--- config.mk ---
export PLATFORM = sky130hd
export DESIGN_NAME = text_cursor_ctrl
export DESIGN_NICKNAME = d
export VERILOG_FILES = /design/src/rtl/text_cursor_ctrl.sv
export SDC_FILE = /design/constraint.sdc
export NUM_CORES = 1
export LEC_CHECK = 0
export CAP_MARGIN = 20
export CORE_MARGIN = 2
export CORE_UTILIZATION = 59
export DETAILED_ROUTE_END_ITERATION = 10
export GPL_TIMING_DRIVEN = 0
export PLACE_DENSITY = 0.86
export SETUP_SLACK_MARGIN = 0.02
export SLEW_MARGIN = 20
export SYNTH_ARGS = -nofsm -noshare
export SYNTH_HDL_FRONTEND = slang
export SYNTH_SLANG_ARGS = --single-unit
--- constraint.sdc ---
create_clock -name clk -period 3.88 [get_ports clk]
set_input_delay 0.388 -clock clk [delete_from_list [all_inputs] [get_ports clk]]
set_output_delay 0.388 -clock clk [all_outputs]
set_load 0.02 [all_outputs]
--- src/rtl/text_cursor_ctrl.sv ---
// text_cursor_ctrl
// Turns a stream of received UART bytes into text-RAM writes for a
// COLS x ROWS character display. It tracks the cursor, interprets LF, CR, BS
// and FF, and sweeps spaces over a line or over the whole screen when needed.
// One byte can wait in a pending register while a clear sweep is running; a
// byte that arrives while the pending register is already full is dropped and
// flagged on overflow.
module text_cursor_ctrl #(
    parameter int COLS = 32,
    parameter int ROWS = 4
) (
    input  logic                    clk,
    input  logic                    reset,
    input  logic [7:0]              rx_data,
    input  logic                    rx_valid,
    output logic                    wr_en,
    output logic [$clog2(ROWS)-1:0] wr_row,
    output logic [$clog2(COLS)-1:0] wr_col,
    output logic [7:0]              wr_data,
    output logic [$clog2(ROWS)-1:0] cur_row,
    output logic [$clog2(COLS)-1:0] cur_col,
    output logic                    busy,
    output logic                    overflow
);

    localparam int RW = $clog2(ROWS);
    localparam int CW = $clog2(COLS);

    localparam logic [RW-1:0] ROW_MAX = RW'(ROWS - 1);
    localparam logic [CW-1:0] COL_MAX = CW'(COLS - 1);

    localparam logic [7:0] CH_BS    = 8'h08;
    localparam logic [7:0] CH_LF    = 8'h0A;
    localparam logic [7:0] CH_FF    = 8'h0C;
    localparam logic [7:0] CH_CR    = 8'h0D;
    localparam logic [7:0] CH_SPACE = 8'h20;
    localparam logic [7:0] CH_TILDE = 8'h7E;

    localparam logic [1:0] IDLE       = 2'd0;
    localparam logic [1:0] CLR_SCREEN = 2'd1;
    localparam logic [1:0] CLR_LINE   = 2'd2;

    logic [1:0]    state_q,     state_d;
    logic [RW-1:0] curRow_q,    curRow_d;
    logic [CW-1:0] curCol_q,    curCol_d;
    logic [RW-1:0] clrRow_q,    clrRow_d;
    logic [CW-1:0] clrCol_q,    clrCol_d;
    logic          pendValid_q, pendValid_d;
    logic [7:0]    pendData_q,  pendData_d;
    logic          wrEn_q,      wrEn_d;
    logic [RW-1:0] wrRow_q,     wrRow_d;
    logic [CW-1:0] wrCol_q,     wrCol_d;
    logic [7:0]    wrData_q,    wrData_d;
    logic          busy_q,      busy_d;
    logic          overflow_q,  overflow_d;

    logic          procValid;
    logic [7:0]    procByte;

    // Next-state logic: byte intake and pending buffering, clear sweeps, and
    // interpretation of the byte chosen for processing while idle.
    always_comb begin
        state_d     = state_q;
        curRow_d    = curRow_q;
        curCol_d    = curCol_q;
        clrRow_d    = clrRow_q;
        clrCol_d    = clrCol_q;
        pendValid_d = pendValid_q;
        pendData_d  = pendData_q;
        wrEn_d      = 1'b0;
        wrRow_d     = wrRow_q;
        wrCol_d     = wrCol_q;
        wrData_d    = wrData_q;
        overflow_d  = 1'b0;
        procValid   = 1'b0;
        procByte    = rx_data;

        case (state_q)
            IDLE: begin
                // Sweep counters sit at zero so every clear starts at column 0.
                clrRow_d = '0;
                clrCol_d = '0;
                if (pendValid_q) begin
                    // The buffered byte is older, so it goes first; a new byte
                    // arriving now simply takes its place in the buffer.
                    procValid   = 1'b1;
                    procByte    = pendData_q;
                    pendValid_d = rx_valid;
                    if (rx_valid) begin
                        pendData_d = rx_data;
                    end
                end else if (rx_valid) begin
                    procValid = 1'b1;
                end
            end

            CLR_LINE: begin
                wrEn_d   = 1'b1;
                wrRow_d  = curRow_q;
                wrCol_d  = clrCol_q;
                wrData_d = CH_SPACE;
                clrCol_d = clrCol_q + 1'b1;
                if (clrCol_q == COL_MAX) begin
                    state_d = IDLE;
                end
            end

            CLR_SCREEN: begin
                wrEn_d   = 1'b1;
                wrRow_d  = clrRow_q;
                wrCol_d  = clrCol_q;
                wrData_d = CH_SPACE;
                clrCol_d = clrCol_q + 1'b1;
                if (clrCol_q == COL_MAX) begin
                    clrRow_d = clrRow_q + 1'b1;
                    if (clrRow_q == ROW_MAX) begin
                        state_d = IDLE;
                    end
                end
            end

            default: begin
                // An unreachable encoding recovers by wiping the screen.
                state_d  = CLR_SCREEN;
                clrRow_d = '0;
                clrCol_d = '0;
            end
        endcase

        // While a sweep runs, one byte may wait; anything beyond that is lost.
        if ((state_q != IDLE) && rx_valid) begin
            if (!pendValid_q) begin
                pendValid_d = 1'b1;
                pendData_d  = rx_data;
            end else begin
                overflow_d = 1'b1;
            end
        end

        if (procValid) begin
            if ((procByte >= CH_SPACE) && (procByte <= CH_TILDE)) begin
                // Printable: write at the cursor, then advance it.
                wrEn_d   = 1'b1;
                wrRow_d  = curRow_q;
                wrCol_d  = curCol_q;
                wrData_d = procByte;
                if (curCol_q == COL_MAX) begin
                    curCol_d = '0;
                    curRow_d = curRow_q + 1'b1;
                    state_d  = CLR_LINE;
                end else begin
                    curCol_d = curCol_q + 1'b1;
                end
            end else if (procByte == CH_LF) begin
                curCol_d = '0;
                curRow_d = curRow_q + 1'b1;
                state_d  = CLR_LINE;
            end else if (procByte == CH_CR) begin
                curCol_d = '0;
            end else if (procByte == CH_BS) begin
                // Backspace erases the cell it steps back onto; at the home
                // position there is nowhere to go, so nothing happens.
                if (curCol_q != '0) begin
                    curCol_d = curCol_q - 1'b1;
                    wrEn_d   = 1'b1;
                    wrRow_d  = curRow_q;
                    wrCol_d  = curCol_q - 1'b1;
                    wrData_d = CH_SPACE;
                end else if (curRow_q != '0) begin
                    curRow_d = curRow_q - 1'b1;
                    curCol_d = COL_MAX;
                    wrEn_d   = 1'b1;
                    wrRow_d  = curRow_q - 1'b1;
                    wrCol_d  = COL_MAX;
                    wrData_d = CH_SPACE;
                end
            end else if (procByte == CH_FF) begin
                curRow_d = '0;
                curCol_d = '0;
                state_d  = CLR_SCREEN;
            end
        end

        // busy is derived from next-state values so the registered flag lines
        // up with the state and pending registers it describes.
        busy_d = (state_d != IDLE) || pendValid_d;
    end

    // State and output registers; reset restarts with a full-screen wipe.
    always_ff @(posedge clk) begin
        if (reset) begin
            state_q     <= CLR_SCREEN;
            curRow_q    <= '0;
            curCol_q    <= '0;
            clrRow_q    <= '0;
            clrCol_q    <= '0;
            pendValid_q <= 1'b0;
            pendData_q  <= 8'h00;
            wrEn_q      <= 1'b0;
            wrRow_q     <= '0;
            wrCol_q     <= '0;
            wrData_q    <= CH_SPACE;
            busy_q      <= 1'b1;
            overflow_q  <= 1'b0;
        end else begin
            state_q     <= state_d;
            curRow_q    <= curRow_d;
            curCol_q    <= curCol_d;
            clrRow_q    <= clrRow_d;
            clrCol_q    <= clrCol_d;
            pendValid_q <= pendValid_d;
            pendData_q  <= pendData_d;
            wrEn_q      <= wrEn_d;
            wrRow_q     <= wrRow_d;
            wrCol_q     <= wrCol_d;
            wrData_q    <= wrData_d;
            busy_q      <= busy_d;
            overflow_q  <= overflow_d;
        end
    end

    assign wr_en    = wrEn_q;
    assign wr_row   = wrRow_q;
    assign wr_col   = wrCol_q;
    assign wr_data  = wrData_q;
    assign cur_row  = curRow_q;
    assign cur_col  = curCol_q;
    assign busy     = busy_q;
    assign overflow = overflow_q;

endmodule
==> run metrics, run 1 <==
Syn Nets 306; first-pass GRT wire length 10600 um; overall power 1.03 mW; Psw 282 uW; vias 2422; largest net degree at the start of global routing 14; Setup TNS 0 ps; Yosys warning total 0; P&R area growth vs syn 21.2%; CTS Buffer Depth 2; leakage power 1.22 nW; Seq pwr share 46.5%; FF-to-FF Start state_q[0]; Setup CP Type reg -> reg; Placed Instance Area 2910 um^2; CTS root buf clkbuf_8; maximum vdd ir drop 0.295 mV; overall routing resource usage 26.9%; pwr/cell area 340 nW/um^2; Seq/Total Area, Yosys 34.4%; Resize count post-CTS 0; Min Clock Period, post-route 2740 ps; Crit. End Element register; First-pass DRT Iterations 6; Arr. time, crit path 2940 ps; share of cells above drive strength 1 7.36%; final hold slack 469 ps; worst hold path stage count 1; nets 348; # H-tree levels 2; DRT antenna net count 0; top_reg_cell synth dfxtp_1; vias per cell 6.44; clock sink total 43; R2R depth 7; Die Area 4770 um^2; total CTS buffers 5; Req. time, crit path around 4000 ps; CP max-delay cell a211oi_1; CTS Hold Bufs 0; Max-Cap Viols 0; Antenna Cells 0; hold path endpoint wr_data[7]; core area 4030 um^2; Post-Route Skew 3.93 ps; Die W a little under 70 um; switching part of the total 27.3%; Worst-path clk slew 80 ps; GP Congestion about 0.92; post-CTS setup buffers 0; Post-Synthesis Cells 283; status finished, final reports clean; Starting Density 62.0%; Final setup viols 0; hold crit path type reg -> reg; DIE HEIGHT 69.1 um; Final period util 70.5%; EDFF count, synth 0; max incr delay on CP roughly 530 ps; crit-path cells inv_1 > ha_1 > a211oi_1 > o22ai_1 > nor4_2 > o21ai_0 > a311oi_1; critical path peak fanout 6; hold wc startpoint wr_data[7]; Slew @ Worst Pin about 930 ps; RSZ-0062 raised after global routing false; Gate power share 18.4%; Remaining Overflow, GRT 0; mapped cell area 2500 um^2; async set or reset register ratio after synthesis 0%; row cnt 23; fmax 365 MHz; post-placement cell count ~370; # port buffers 35; Clock Latency Late Sink 300 ps; final wirelength 6350 um; Layout Cells excl Fill 376; Yosys cell types 59; FF-to-FF End cur_col[4]; # DRC 0; R2R setup slack roughly 1100 ps; Slew headroom approximately 38%; Int Pwr 748 uW; final hold vios 0; initial antenna violation count 0; most frequent cells in the layout dfxtp_1, clkdlybuf4s50_1, nor2_1; Initial DRC Count between 150 and 200; vias in the first global route 2245; CP startpoint kind register; clock group share of total power a little over a third; dpl hpwl 4680 um; Routed WL per cell between 15 and 20 um; Slew Limit Fails 0; most common cell after layout, fill and taps aside dfxtp_1; Ports 36; FF+latch count, synth 43; syn_area_per_cell 8.83 um^2; CTS tree done; design area 3030 um^2
## worst max-delay path by stage
stage,from,to,cells past startpoint
detailed placement,rx_data[5],cur_col[0],7
global placement,rx_data[1],wr_data[0],9
finish,state_q[0],cur_col[4],7
floorplan,state_q[0],cur_row[1],10
global route,state_q[0],cur_col[0],8
CTS,state_q[0],cur_col[0],9
## cell families (layout without fill, tap and decap cells)
family / count (synthesis) / after routing / synth area share [%]
AO/OA/AOI/OAI: 91 / 91 / 26.5
flip-flops: 43 / 43 / 34.4
XOR/XNOR: 5 / 5 / 1.75
multiplexers: 21 / 21 / 8.81
adder cells (fa/ha/maj): 12 / 12 / 6.01
buffers and inverters: 26 / 69 / 4.70
AND/OR/NAND/NOR: 85 / 85 / 17.8
## routing by layer
metal,vias up,routed length [um],GRT usage [%]
li1,1160,-,-
met1,1157,2880,35.8
met2,99,3030,43.7
met3,6,379,5.12
met4,0,65,8.93
met5,-,0,0
## power by group through the flow
stage | combinational, mW | sequential [mW] | clock [mW]
floorplan | 0.118 | 0.494 | 0
global placement | 0.182 | 0.487 | 0
detailed placement | 0.185 | 0.488 | 0
CTS | 0.187 | 0.478 | 0.366
global route | 0.206 | 0.482 | 0.380
finish | 0.189 | 0.478 | 0.362
## per-stage QoR
step / setup WS, ps / utilization (%)
2_1_floorplan: 1520 / -
3_3_place_gp: 1190 / 72.3
3_5_place_dp: 1120 / 72.3
4_1_cts: 1220 / 75.2
5_1_grt: 915 / 75.2
6_report: 1140 / 75.2
## synth_stat cells (all sizes together), types with 2 or more instances
cell	count	area share (%)
or4	2	0.60
o211ai	2	0.60
nand2b	2	0.50
a31oi	2	0.50
o2bb2ai	6	2.1
o22ai	2	0.50
mux2i	19	7.8
nor3	8	1.6
nor2	29	4.4
o21ai	21	4.7
a22oi	5	1.5
a211oi	3	0.90
ha	12	6.0
a21o	3	0.90
nand3	8	1.6
dfxtp	43	34
clkbuf	8	1.2
a22o	2	0.70
and3	6	1.5
a21oi	11	2.2
a311oi	3	1.1
o31ai	4	1.2
buf	7	1.9
o2111ai	2	0.70
o31a	2	0.70
a221o	2	0.80
xnor2	3	1.1
a41o	2	0.80
mux2	2	1.1
xor2	2	0.70
o21a	4	1.2
nand4	5	1.3
a221oi	6	2.1
inv	11	1.7
and4bb	2	1.0
nand2	15	2.6
and2	2	0.50
## critical path, delay by kind of cell, from the launching register on
| family | cells | cell delay, ps |
|---|---|---|
| AO/OA/AOI/OAI | 4 | 1360 |
| adder cells (fa/ha/maj) | 1 | 280 |
| AND/OR/NAND/NOR | 1 | 530 |
| flip-flops | 1 | 370 |
| buffers and inverters | 1 | 80 |
## sequential cells by signal (all words and copies together), names as in the netlist, 2 cells and up
| register | flops |
|---|---|
| state_q | 2 |
| clrRow_q | 2 |
| clrCol_q | 5 |
| wr_row | 2 |
| cur_row | 2 |
| wr_col | 5 |
| cur_col | 5 |
| wr_data | 8 |
| pendData_q | 8 |
## layout make-up
class / instances / area (um^2)
Multi-Input combinational cell: 214 / 1520
Buffer: 15 / 76.3
Clock inverter: 2 / 35.0
Tap cell: 50 / 62.6
Sequential cell: 43 / 861
Clock buffer: 6 / 82.6
Timing Repair Buffer: 35 / 350
Inverter: 11 / 41.3
Fill cell: 327 / 998
Power figures use the tool's default switching activity.
==> run 2, diff against run 1 <==
--- a/config.mk
+++ b/config.mk
@@ -7,10 +7,10 @@
 export LEC_CHECK = 0
 export CAP_MARGIN = 20
 export CORE_MARGIN = 2
-export CORE_UTILIZATION = 59
+export CORE_UTILIZATION = 54
 export DETAILED_ROUTE_END_ITERATION = 10
 export GPL_TIMING_DRIVEN = 0
-export PLACE_DENSITY = 0.86
+export PLACE_DENSITY = 0.79
 export SETUP_SLACK_MARGIN = 0.02
 export SLEW_MARGIN = 20
 export SYNTH_ARGS = -nofsm -noshare
==> constraint.sdc (replaced) <==
create_clock -name clk -period 2.7 [get_ports clk]
set_input_delay 0.27 -clock clk [delete_from_list [all_inputs] [get_ports clk]]
set_output_delay 0.27 -clock clk [all_outputs]
set_load 0.02 [all_outputs]
==> run metrics, run 2 (same netlist as run 1, synthesis figures left out) <==
Min Clock Period, post-route 2590 ps (-151 ps); CTS root buf clkbuf_8; Ports 36 (unchanged); Worst-path clk slew 90 ps (about the same); largest net degree at the start of global routing 15 (+1); Final period util 95.8% (+25 points); initial antenna violation count 0 (unchanged); most common cell after layout, fill and taps aside dfxtp_1; CTS Buffer Depth 2 (unchanged); nets 351 (+0.86%); Post-Route Skew 10.2 ps (+6.26 ps); R2R setup slack 110 ps (-1030 ps); overall routing resource usage 25.8% (-1.1 points); core area 4410 um^2 (+9.6%); RSZ-0062 raised after global routing true; final hold vios 0 (unchanged); vias per cell 6.30 (-2.2%); CTS tree done; footprint of the multi-input gates 1600 um^2 (+5.1%); Req. time, crit path 2860 ps (-1220 ps); # port buffers 35 (unchanged); Die Area 5190 um^2 (+8.7%); Setup CP Type reg -> reg; Final setup viols 0 (unchanged); # DRC 0 (unchanged); clock sink total 43 (unchanged); Starting Density 56.6% (-5.4 points); Die W 72.0 um (+4.3%); critical path peak fanout 10 (+4); DIE HEIGHT 72.0 um (+4.3%); Layout fillers 361 (+10%); fmax 387 MHz (+5.8%); Arr. time, crit path 2740 ps (-200 ps); hold crit path type reg -> reg; R2R depth 10 (+3); Antenna Cells 0 (unchanged); final wirelength 6330 um (-0.28%); worst hold path stage count 1 (unchanged); total CTS buffers 5 (unchanged); share of cells above drive strength 1 10.9% (+3.6 points); Clock Latency Late Sink 300 ps (about the same); DRT antenna net count 0 (unchanged); maximum vdd ir drop 0.301 mV (+2.2%); row cnt 24 (+4.3%); overall power 1.48 mW (+44%); CP startpoint kind register; Slew @ Worst Pin 1000 ps (+71.2 ps); most frequent cells in the layout dfxtp_1, clkdlybuf4s50_1, nor2_1; Slew headroom 32.8% (-4.8 points); GP Congestion 0.907 (-1.5%); # H-tree levels 2 (unchanged); Initial DRC Count 178 (+1.1%); First-pass DRT Iterations 4 (-2); vias 2400 (-0.91%); dpl hpwl 4540 um (-2.9%); pwr/cell area 472 nW/um^2 (+39%); Remaining Overflow, GRT 0 (unchanged); Slew Limit Fails 0 (unchanged); status finished, final reports clean; Max-Cap Viols 0 (unchanged); CTS Hold Bufs 0 (unchanged); leakage power 1.27 nW (+3.9%); vias in the first global route 2272 (+1.2%); final hold slack 471 ps (+1.80 ps); Final Util 70.9% (-4.3 points); P&R area growth vs syn 25.3%; register area 861 um^2 (unchanged); first-pass GRT wire length 10700 um (+0.77%); Routed WL per cell 16.6 um (-1.6%); Crit. End Element register
==> run 2: cell types whose count changed in the layout (fill, tap and decap cells not counted), moves of 2 or more <==
cell      delta
clkbuf_1     -2
buf_4        +3
nor3_1       -2
nor3_2       +2
==> run 2: metal layers <==
| layer | track usage, % | up-vias | routed length, um |
|---|---|---|---|
| met1 | 35.7 | 1135 | 2930 |
| met3 | 4.72 | 14 | 344 |
| met2 | 41.2 | 85 | 2960 |
| met4 | 7.55 | 0 | 99 |
| li1 | - | 1166 | - |
| met5 | 0 | - | 0 |
==> run 2: worst paths after layout <==
check	start	to
max	state_q[0]	cur_col[2]
min	wr_data[4]	wr_data[4]
max reg2reg	state_q[0]	cur_col[2]
min reg2reg	wr_data[4]	wr_data[4]
==> run 2: layout make-up <==
type / instances / area share [%]
inverters: 11 / 1.32
multi-input cells: 214 / 51.1
clock buffers: 5 / 2.20
flip-flops and latches: 43 / 27.5
clock inverters: 3 / 1.40
plain buffers: 15 / 2.56
well taps: 52 / 2.08
repair buffers: 38 / 11.9
==> run 2: repair_timing <==
action | 4_1_cts | 5_1_grt
buffers inserted | 0 | 3
resized for setup | 0 | 16
endpoints found under the setup margin | 0 | 24
==> run 2: where the power goes <==
| part | total [mW] | switching, mW | leakage (nW) | internal, mW |
|---|---|---|---|---|
| clock | 0.503 | 0.228 | 0.0581 | 0.275 |
| combinational | 0.288 | 0.167 | 0.858 | 0.121 |
| sequential | 0.688 | 0.0254 | 0.350 | 0.663 |
| total | 1.48 | 0.420 | 1.27 | 1.06 |
==> run 2: critical path, stage by stage (launching register included) <==
cell,delay [ps]
dfxtp_1,370
inv_1,90
ha_2,240
clkbuf_4,200
and4bb_2,260
o22a_1,230
nand4_1,130
clkbuf_2,240
nor2_1,70
o311ai_0,450
o41ai_2,170
==> run 2: through the flow <==
step	area [um^2]	cells	setup WS, ps	TNS [ps]
3_5_place_dp	2920	370	82.8	0
2_1_floorplan	2500	283	342	0
3_3_place_gp	2920	370	103	0
5_1_grt	3130	381	-87.1	-110
6_report	3130	381	114	0
4_1_cts	3030	378	53.4	0
==> run 3, diff against run 2 <==
--- a/config.mk
+++ b/config.mk
@@ -11,7 +11,7 @@
 export DETAILED_ROUTE_END_ITERATION = 10
 export GPL_TIMING_DRIVEN = 0
 export PLACE_DENSITY = 0.79
-export SETUP_SLACK_MARGIN = 0.02
+export REMOVE_ABC_BUFFERS = 1
 export SLEW_MARGIN = 20
 export SYNTH_ARGS = -nofsm -noshare
 export SYNTH_HDL_FRONTEND = slang
==> run metrics, run 3 (same netlist as run 1, synthesis figures left out) <==
Seq pwr share 49.0% (+2.5 points); overall power 1.41 mW (-4.4%); CP startpoint kind register; maximum vdd ir drop 0.371 mV (+23%); Int Pwr 1.01 mW (-4.3%); vias per cell 6.23 (-1.0%); Crit. End Element register; Min Clock Period, post-route 2560 ps (-28.8 ps); Slew headroom 38.9% (+6.1 points); gr busiest metal met2; CTS root buf clkbuf_8; R2R depth 8 (-2); Routed WL per cell 16.6 um (-0.14%); P&R area growth vs syn 21.6%; total CTS buffers 5 (unchanged); Post-Route Skew 7.45 ps (-2.73 ps); Final period util 94.7% (-1.1 points); met1 Resource Use GR 33.0% (-2.7 points); pre-CTS setup slack -342 ps (-424 ps); met2 Use GR 43.0% (+1.9 points); Setup CP Type reg -> reg; Ports 36 (unchanged); initial antenna violation count 0 (unchanged); nets 336 (-4.3%); clock sink total 43 (unchanged); Slew Limit Fails 0 (unchanged); leakage power 1.21 nW (-4.3%); Starting Density 56.6% (unchanged); Die W 72.0 um (unchanged); hold path endpoint pendData_q[7]; core area 4410 um^2 (unchanged); CTS Hold Bufs 0 (unchanged); First-pass DRT Iterations 4 (unchanged); Final Util 68.9% (-2.1 points); clock group share of total power 31.6% (-2.4 points); GP Congestion 0.904 (-0.24%); CTS Buffer Depth 2 (unchanged); vias 2282 (-4.9%); Psw 400 uW (-4.7%); fmax 391 MHz (+1.1%); FF-to-FF End wr_data[0]; Clock Latency Late Sink 290 ps (about the same); crit-path cells inv_1 > ha_4 > nand2_4 > mux2_4 > o31a_4 > o21ai_4 > and3_2 > o2bb2ai_1; CTS tree done; final hold slack 441 ps (-29.6 ps); post-placement cell count 355 (-4.1%); Req. time, crit path 2920 ps (+60 ps); DRT antenna net count 0 (unchanged); row cnt 24 (unchanged); Arr. time, crit path 2770 ps (+30 ps); share of cells above drive strength 1 8.92% (-2.0 points); DIE HEIGHT 72.0 um (unchanged); dpl hpwl 4270 um (-5.9%); # port buffers 35 (unchanged); most frequent cells in the layout dfxtp_1, clkdlybuf4s50_1, nor2_1; M3 GR Usage 4.86% (+0.14 points); critical path peak fanout 14 (+4); # DRC 0 (unchanged); final wirelength 6070 um (-4.1%); max incr delay on CP 420 ps (-30 ps); final hold vios 0 (unchanged); status finished, final reports clean; worst hold path stage count 2 (+1); switching part of the total 28.3% (-0.070 points); pwr/cell area 465 nW/um^2 (-1.6%); Slew @ Worst Pin 910 ps (-90.9 ps); R2R setup slack 140 ps (+30 ps); # H-tree levels 2 (unchanged); Layout fillers 366 (+1.4%); Worst-path clk slew 80 ps (about the same); Max-Cap Viols 0 (unchanged); hold wc startpoint reset; first-pass GRT wire length 10600 um (-0.58%); Final setup viols 0 (unchanged); Antenna Cells 0 (unchanged); CP max-delay cell o31a_4; Initial DRC Count 133 (-25%); largest net degree at the start of global routing 32 (+17); vias in the first global route 2219 (-2.3%); most common cell after layout, fill and taps aside dfxtp_1; Die Area 5190 um^2 (unchanged); Gate power share 19.3% (about the same); hold crit path type in -> reg; FF-to-FF Start state_q[0]; Remaining Overflow, GRT 0 (unchanged); Layout Cells excl Fill 366 (-3.9%); final worst-path setup slack 143 ps (+28.8 ps); overall routing resource usage 25.5% (-0.34 points)
## run 3: cell count changes in the layout (fill, tap and decap cells not counted), moves of 2 or more
cell and delta:
clkbuf_1 -5, buf_1 -2, clkbuf_8 +2, nor3_2 -2
buf_2 -2, buf_6 -2, nor3_1 +2
## run 3: worst max-delay path by stage
stage                          start    endpoint  slack (ps)  cells after the start
after global routing      state_q[0]  cur_col[4]          -7                      8
final                     state_q[0]  wr_data[0]         140                      8
after floorplan           state_q[0]  cur_col[0]         -10                      8
after global placement    state_q[0]  cur_col[0]        -740                      8
after CTS                 state_q[0]  wr_data[0]          40                      8
after detailed placement  state_q[1]  cur_col[0]        -340                      8
## run 3: worst max-delay path, delay by kind of cell, from the launching register on
family,cells,cell delay (ps)
multiplexers,1,380
AO/OA/AOI/OAI,3,870
buffers and inverters,1,150
flip-flops,1,330
adder cells (fa/ha/maj),1,260
AND/OR/NAND/NOR,2,490
## run 3: per-stage QoR
stage	area (um^2)	setup TNS, ps
floorplan	2420	-10.8
global placement	2840	-8120
detailed placement	2840	-4490
CTS	2990	0
global route	3040	-7.43
finish	3040	0
## run 3: repair_timing
| item | 4_1_cts | 5_1_grt |
|---|---|---|
| gates resized for setup | 8 | 5 |
| setup endpoints to repair | 24 | 18 |
| pin swaps | 1 | 1 |
| setup buffers | 2 | 1 |
## run 3: area by class of cell
| class | count | area (um^2) | share of cell area (%) |
|---|---|---|---|
| clock buffer | 8 | 100 | 3.29 |
| multi-input combinational | 214 | 1610 | 52.8 |
| tap | 52 | 65.1 | 2.14 |
| inverter | 11 | 41.3 | 1.36 |
| timing repair buffer | 38 | 368 | 12.1 |
| sequential | 43 | 861 | 28.3 |
## run 3: power groups by stage
stage	Sequential [mW]	Combinational (mW)	Clock, mW
finish	0.693	0.273	0.447
global route	0.698	0.300	0.478
CTS	0.692	0.259	0.454
detailed placement	0.706	0.250	0
global placement	0.705	0.244	0
floorplan	0.713	0.151	0
## run 3: layer usage
layer / vias to the layer above / part of all wire (%)
met4: 0 / 1.3
li1: 1132 / -
met1: 1073 / 45
met3: 10 / 4.8
met2: 67 / 49
met5: - / 0
